--- src/rtl/seg_scan_display.sv ---
// seg_scan_display: time-multiplexed 7-segment driver for the recorder status.
// Digit 0 shows the 1-based clip number. Digit 1 shows the mode letter
// ('r' or 'P'), and that letter blinks while busy. All other digits are blank.
// Inputs are captured once per frame so that a digit never changes mid-scan.
module seg_scan_display #(
    parameter int NUM_DIGITS  = 8,
    parameter int CLIP_BITS   = 2,
    parameter int REFRESH_DIV = 100000,
    parameter int GUARD       = 2,
    parameter int BLINK_DIV   = 25000000
) (
    input  logic                  clk,
    input  logic                  reset,
    input  logic                  enable,
    input  logic [CLIP_BITS-1:0]  clip_num,
    input  logic                  mode,
    input  logic                  busy,
    output logic [6:0]            cathode,
    output logic [NUM_DIGITS-1:0] anode
);

    localparam int CW = $clog2(REFRESH_DIV);
    localparam int IW = $clog2(NUM_DIGITS);
    localparam int BW = (BLINK_DIV > 1) ? $clog2(BLINK_DIV) : 1;

    localparam logic [CW-1:0] CNT_MAX   = CW'(REFRESH_DIV - 1);
    localparam logic [CW-1:0] CNT_GUARD = CW'(GUARD);
    localparam logic [IW-1:0] IDX_MAX   = IW'(NUM_DIGITS - 1);
    localparam logic [BW-1:0] BLK_MAX   = BW'(BLINK_DIV - 1);

    localparam logic [6:0] BLANK   = 7'b1111111;
    localparam logic [6:0] GLYPH_R = 7'b1111010;
    localparam logic [6:0] GLYPH_P = 7'b0011000;

    typedef struct packed {
        logic [CLIP_BITS-1:0] clip;
        logic                 mode;
        logic                 busy;
    } shadow_t;

    logic [CW-1:0]         cnt;
    logic [IW-1:0]         idx;
    logic [BW-1:0]         bcnt;
    logic                  phase;
    shadow_t               sh;
    logic [6:0]            clip_glyph;
    logic [6:0]            glyph;
    logic [6:0]            cathode_d;
    logic [NUM_DIGITS-1:0] anode_d;

    // Slot counter and digit index. Both restart from digit 0 while the display is disabled.
    always_ff @(posedge clk or posedge reset) begin
        if (reset) begin
            cnt <= '0;
            idx <= '0;
        end else if (!enable) begin
            cnt <= '0;
            idx <= '0;
        end else if (cnt == CNT_MAX) begin
            cnt <= '0;
            idx <= (idx == IDX_MAX) ? '0 : idx + 1'b1;
        end else begin
            cnt <= cnt + 1'b1;
        end
    end

    // Frame-start capture, so that mid-frame input changes wait for the next frame.
    always_ff @(posedge clk or posedge reset) begin
        if (reset)
            sh <= '0;
        else if (enable && cnt == '0 && idx == '0)
            sh <= '{clip: clip_num, mode: mode, busy: busy};
    end

    // Blink timer runs only while busy. Holding it at 0 otherwise means each busy period starts visible.
    always_ff @(posedge clk or posedge reset) begin
        if (reset) begin
            bcnt  <= '0;
            phase <= 1'b0;
        end else if (!enable || !sh.busy) begin
            bcnt  <= '0;
            phase <= 1'b0;
        end else if (bcnt == BLK_MAX) begin
            bcnt  <= '0;
            phase <= ~phase;
        end else begin
            bcnt <= bcnt + 1'b1;
        end
    end

    // Clip number glyph: shows clip_s + 1, as digits 1..8.
    always_comb begin
        clip_glyph = BLANK;
        case (3'(sh.clip))
            3'd0: clip_glyph = 7'b1001111;
            3'd1: clip_glyph = 7'b0010010;
            3'd2: clip_glyph = 7'b0000110;
            3'd3: clip_glyph = 7'b1001100;
            3'd4: clip_glyph = 7'b0100100;
            3'd5: clip_glyph = 7'b0100000;
            3'd6: clip_glyph = 7'b0001111;
            3'd7: clip_glyph = 7'b0000000;
            default: clip_glyph = BLANK;
        endcase
    end

    // Next output: dark during the guard window or when disabled, otherwise the current digit.
    always_comb begin
        glyph     = BLANK;
        anode_d   = '0;
        cathode_d = BLANK;
        if (idx == '0)
            glyph = clip_glyph;
        else if (idx == IW'(1))
            glyph = (sh.busy && phase) ? BLANK : (sh.mode ? GLYPH_P : GLYPH_R);
        if (enable && cnt >= CNT_GUARD) begin
            anode_d   = NUM_DIGITS'(1) << idx;
            cathode_d = glyph;
        end
    end

    // Registered pin drivers. The async reset blanks the display without waiting for a clock edge.
    always_ff @(posedge clk or posedge reset) begin
        if (reset) begin
            anode   <= '0;
            cathode <= BLANK;
        end else begin
            anode   <= anode_d;
            cathode <= cathode_d;
        end
    end

endmodule

--- config.mk ---
export PLATFORM = sky130hd
export DESIGN_NAME = seg_scan_display
export DESIGN_NICKNAME = d
export VERILOG_FILES = /design/src/rtl/seg_scan_display.sv
export SDC_FILE = /design/constraint.sdc
export NUM_CORES = 1
export LEC_CHECK = 0
export ABC_AREA = 1
export CORE_MARGIN = 4
export CORE_UTILIZATION = 53
export DETAILED_ROUTE_END_ITERATION = 12
export GPL_TIMING_DRIVEN = 0
export PLACE_DENSITY = 0.87
export SYNTH_ARGS = -nofsm -noshare
export SYNTH_HDL_FRONTEND = slang
export SYNTH_SLANG_ARGS = --single-unit
export TNS_END_PERCENT = 100
--- constraint.sdc ---
create_clock -name clk -period 2 [get_ports clk]
set_clock_uncertainty 0.1 [all_clocks]
set_input_delay 0.4 -clock clk [delete_from_list [all_inputs] [get_ports clk]]
set_output_delay 0.4 -clock clk [all_outputs]
set_load 0.01 [all_outputs]
Word-level counts from Yosys, hierarchy flattened
Cells that the tools add are included.
- register bits after elaboration: 65
- input port bits: 7
- output and inout port bits: 15
- logic and storage cells: 50
- $add $sub $neg: 3
- $lt $le $gt $ge: 1
- equal/unequal tests: 8
- shift operators: 1
- mux-type cells: 16
- bitwise gates (word level): 1
- reductions and logical operators: 11
- operator list (operator ; count):
    $mux 25 ; 2
    $mux 7 ; 5
    $mux 17 ; 2
    $pmux 7 s4 ; 1
    $add 25x1->25 const B ; 1
    $eq 25x25->1 const B ; 1
    $add 17x1->17 const B ; 1
    $eq 17x17->1 const B ; 1
    $ge 17x2->1 const B ; 1
    $logic_not 17->1 ; 1
    $mux 3 ; 3
    $mux 8 ; 1
    $shl 1x3->8 const A ; 1
    $eq 2x2->1 const B ; 2
    $logic_and 1x1->1 ; 4
    $add 3x1->3 const B ; 1
    $eq 3x1->1 const B ; 1
    $eq 3x3->1 const B ; 1
    $logic_not 3->1 ; 1
    $eq 2x1->1 const B ; 1
    $logic_not 1->1 ; 2
    $logic_not 2->1 ; 1
    $mux 1 ; 2
    $ne 2x1->1 const B ; 1
    other kinds (3) ; 3

Depth between registers and ports, before layout
- depth after elaboration: 5
- gate-level depth with buffers: 9
- mapped depth without buffers: 9

Worst setup path after synthesis
Ideal clock, no wire load.
- path kind: reg2reg
- start point: register bcnt[0]
- end point: register bcnt[11]
- library setup time: 0.119 ns
- arrival: 1.271 ns
- required time: 1.781 ns
- setup slack: 0.510 ns
- stages on the path, launching flop included: 10
- path buffers: 1
- clock period less this slack: 1.490 ns
- cells stage by stage: dfrtp_1 > ha_1 > nand2_2 > nor2_4 > nand3_2 > nor2_2 > nand2_2 > nand2_2 > buf_6 > nor2_1
- longest elaborated chain between the ends: 3
- elaborated cells between the ends (all ways): 4
- those cells by class: add/sub (1); eq/ne (1); mux (2)
- RTL lines (element ; RTL line ; source):
    from (decl) ; 43 ; logic [BW-1:0] bcnt;
    from (signal assigned) ; 87 ; bcnt <= bcnt + 1'b1;
    $add 25x1->25 / $eq 25x25->1 (equally long branches) ; 87, 83 ;
    $mux 25 (*) ; 83 ; end else if (bcnt == BLK_MAX) begin
    $mux 25 (*) ; 80 ; end else if (!enable || !sh.busy) begin
Mark *: on every way between the ends. The rest lies on a longest branch, timed or not.
A chain may end at the register's enable or synchronous reset.

Worst setup path after layout
- start point: register cathode[1]
- end point: output port cathode[1]
- RTL lines (element ; RTL line ; source):
    from (decl) ; 18 ; output logic [6:0] cathode,
    from (signal assigned) ; 129 ; cathode <= cathode_d;
No word-level cell between the ends.

==> run_results.csv <==
group,metric,value,unit
cells_and_area,nNetsFinal,503,
cells_and_area,layout_common_cells,"104 x nor2_1, 95 x nand2_1, 61 x inv_1",
routing,drtIter0Drc,191,
die,initial_core_util,54.7,%
logic_synthesis,ys_seq_area_share,46.8,%
routing,viasPerCell,5.02,
critical_path,path_cells,"clkdlybuf4s50_1",
sta,fmax,525,MHz
place,gp_congestion,0.931,
power_and_ir_drop,power_switching,819,uW
critical_path,cp.arrival,1410,ps
cells_and_area,area_growth,14.1,%
logic_synthesis,synth.distinct_cells,30,
cells_and_area,layout_commonest_cell,"nor2_1",
logic_synthesis,synth_seq_cells,65,
sta,worst_pin_slew,507,ps
clocking,clock_latency,340,ps
sta,setup-tns-final,0,ps
logic_synthesis,synth_fp_nets,471,
routing,wirelength,7050,um
critical_path,critPathRequiredTime,1500,ps
routing,wire_per_inst,12.5,um
power_and_ir_drop,p_leak,1.72,nW
die,fp.dieH,89.2,um
clocking,clk_path_buf_depth,2,
routing,ant_nets,0,
clocking,postCtsSetupBuffers,0,
clocking,cts-htree-levels,3,
sta,timing.final.crit_share,95.3,%
critical_path,endpoint_kind,"output port",
clocking,cts_hold_buf,0,
sta,layout_min_cycle_time,1910,ps
die,die_area,7960,um2
critical_path,worstSetupStartpointType,"flop",
critical_path,cp_top_family,"buffers and inverters",
power_and_ir_drop,clkPwrFrac,34.4,%
logic_synthesis,ys_warn_count,0,
place,dp.cells,548,
cells_and_area,design_area,3990,um2
critical_path,worstSetupPathType,"reg2out",
logic_synthesis,synth_cells,451,
critical_path,timing.critical_path.buf_inv,1,
place,placement.io_buffers,20,
cells_and_area,fill_cells,553,
die,io_pins,22,
die,row_count,29,
cells_and_area,final_cells,565,
clocking,cts_sinks,65,
power_and_ir_drop,switching_share,28.9,%
clocking,numCtsBuffers,9,
logic_synthesis,synth_top_area_share,41.5,%
job,maxCapViolations,0,
cells_and_area,drive_above_1_share,10.7,%
clocking,clk_pin_slew,80,ps
sta,slew_headroom,66.2,%
die,core,6390,um2
grt,grt_pass1_vias,2745,
cells_and_area,seq_area,1640,um2
sta,rsz0062_at_grt,"false",
routing,first_pass_iters,4,
critical_path,critPathSlowestCell,"clkdlybuf4s50_1",
clocking,cts_root_buffer,"clkbuf_8",
logic_synthesis,synth.top_cells.by_area,"dfrtp_1 42%, nor2_1 11%, nand2_1 10%",
grt,overflow,0,
die,die_w,89.2,um
critical_path,cp_slowest_stage_delay,550,ps
grt,antenna_found_initial,0,
cells_and_area,fin_util,62.5,%
sta,setup_viol,0,
grt,grtUsageTotal,20.0,%
logic_synthesis,syn_area,3500,um2
place,hpwl,5070,um
sta,finalHoldViolations,0,
cells_and_area,diodes,0,
outcome,outcome,"finished, final reports clean",
logic_synthesis,yosysTopAreaCell,"dfrtp_1",
clocking,cts_resized,0,
power_and_ir_drop,power_density,709,nW/um2
cells_and_area,multi_input_area,1590,um2
sta,drv_slew,0,
grt,grt_pass1_wl,12100,um
place,dpl_cell_area,3800,um2
power_and_ir_drop,vdd_drop_max,0.589,mV
power_and_ir_drop,p_int,2.01,mW
hold_path,worstHoldPathType,"in2reg",
power_and_ir_drop,p_seq_share,51.2,%
routing,drc,0,
critical_path,worstPathMaxFanout,1,
routing,num_vias,2839,
logic_synthesis,synth.avg_cell_area,7.75,um2
grt,grt_max_degree,66,
clocking,cts_tree,"done",
power_and_ir_drop,p_comb_share,14.4,%
sequential cells by signal, summed over array words and instances (netlist names):
name / cells
cathode: 7
bcnt: 25
cnt: 17
phase: 1
sh: 4
anode: 8
idx: 3
power groups by stage:
stage,logic [mW],clock network (mW),registers [mW]
after global placement,0.390,0,1.47
final,0.407,0.973,1.45
after floorplan,0.264,0,1.47
after CTS,0.407,1.00,1.45
after global routing,0.474,1.07,1.46
after detailed placement,0.405,0,1.47
cell usage after synthesis:
library cell	count
nor3_2	1
nand2_1	95
dfrtp_1	58
nor2_2	6
inv_1	62
xor2_1	15
o21ai_0	7
nand3_2	3
xnor2_1	3
nand4_1	3
a31oi_1	1
a21oi_1	10
nand3_1	30
dfstp_2	7
o21a_1	1
o21ai_1	1
ha_1	13
a211oi_1	1
buf_2	1
inv_2	2
nand3b_1	2
nor3b_1	1
nor3_4	1
buf_6	2
nor3_1	8
nor2_1	104
nand2_2	9
nor2_4	2
clkbuf_1	1
or2_2	1
per-layer routing:
layer  GRT usage (%)  wire length, um
met5               0                0
met4            7.44               89
met3            6.54              324
met2            34.0             3550
met1            23.5             3090
worst paths after layout:
kind / from / depth (start not counted) / to / slack, ps
worst max-delay path: cathode[1]$_DFF_PP1_ / 1 / cathode[1] / 90
worst min-delay path: enable / 3 / cnt[9]$_DFF_PP0_ / 300
worst max register to register: bcnt[0]$_DFF_PP0_ / 9 / bcnt[11]$_DFF_PP0_ / 280
worst min register to register: cnt[0]$_DFF_PP0_ / 1 / cnt[0]$_DFF_PP0_ / 380
max in group asynchronous: reset / 3 / cathode[6]$_DFF_PP1_ / 820
min in group asynchronous: reset / 2 / cnt[11]$_DFF_PP0_ / 340
area by class of cell:
cell class | count | share of cell area [%]
Buffer | 4 | 0.784
Clock buffer | 10 | 3.20
Clock inverter | 6 | 1.13
Inverter | 64 | 6.12
Multi-Input combinational cell | 318 | 39.8
Sequential cell | 65 | 41.0
Tap cell | 77 | 2.42
Timing Repair Buffer | 21 | 5.52
through the flow:
| stage | worst slack, ps | total power [mW] | hold slack [ps] |
|---|---|---|---|
| after floorplan | 510 | 1.74 | 348 |
| after global placement | 4.02 | 1.86 | 367 |
| after detailed placement | -13.6 | 1.88 | 375 |
| after CTS | 71.3 | 2.86 | 280 |
| after global routing | 44.3 | 3.00 | 296 |
| final | 93.7 | 2.83 | 299 |
kinds of logic after synthesis:
group,after synthesis,share of synthesized area (%)
AND/OR/NAND/NOR,266,33.1
adder cells (fa/ha/maj),13,4.65
AO/OA/AOI/OAI,21,3.19
XOR/XNOR,18,4.51
buffers and inverters,68,7.77
flip-flops,65,46.8
Note: power is estimated with default switching activity, not from simulation.
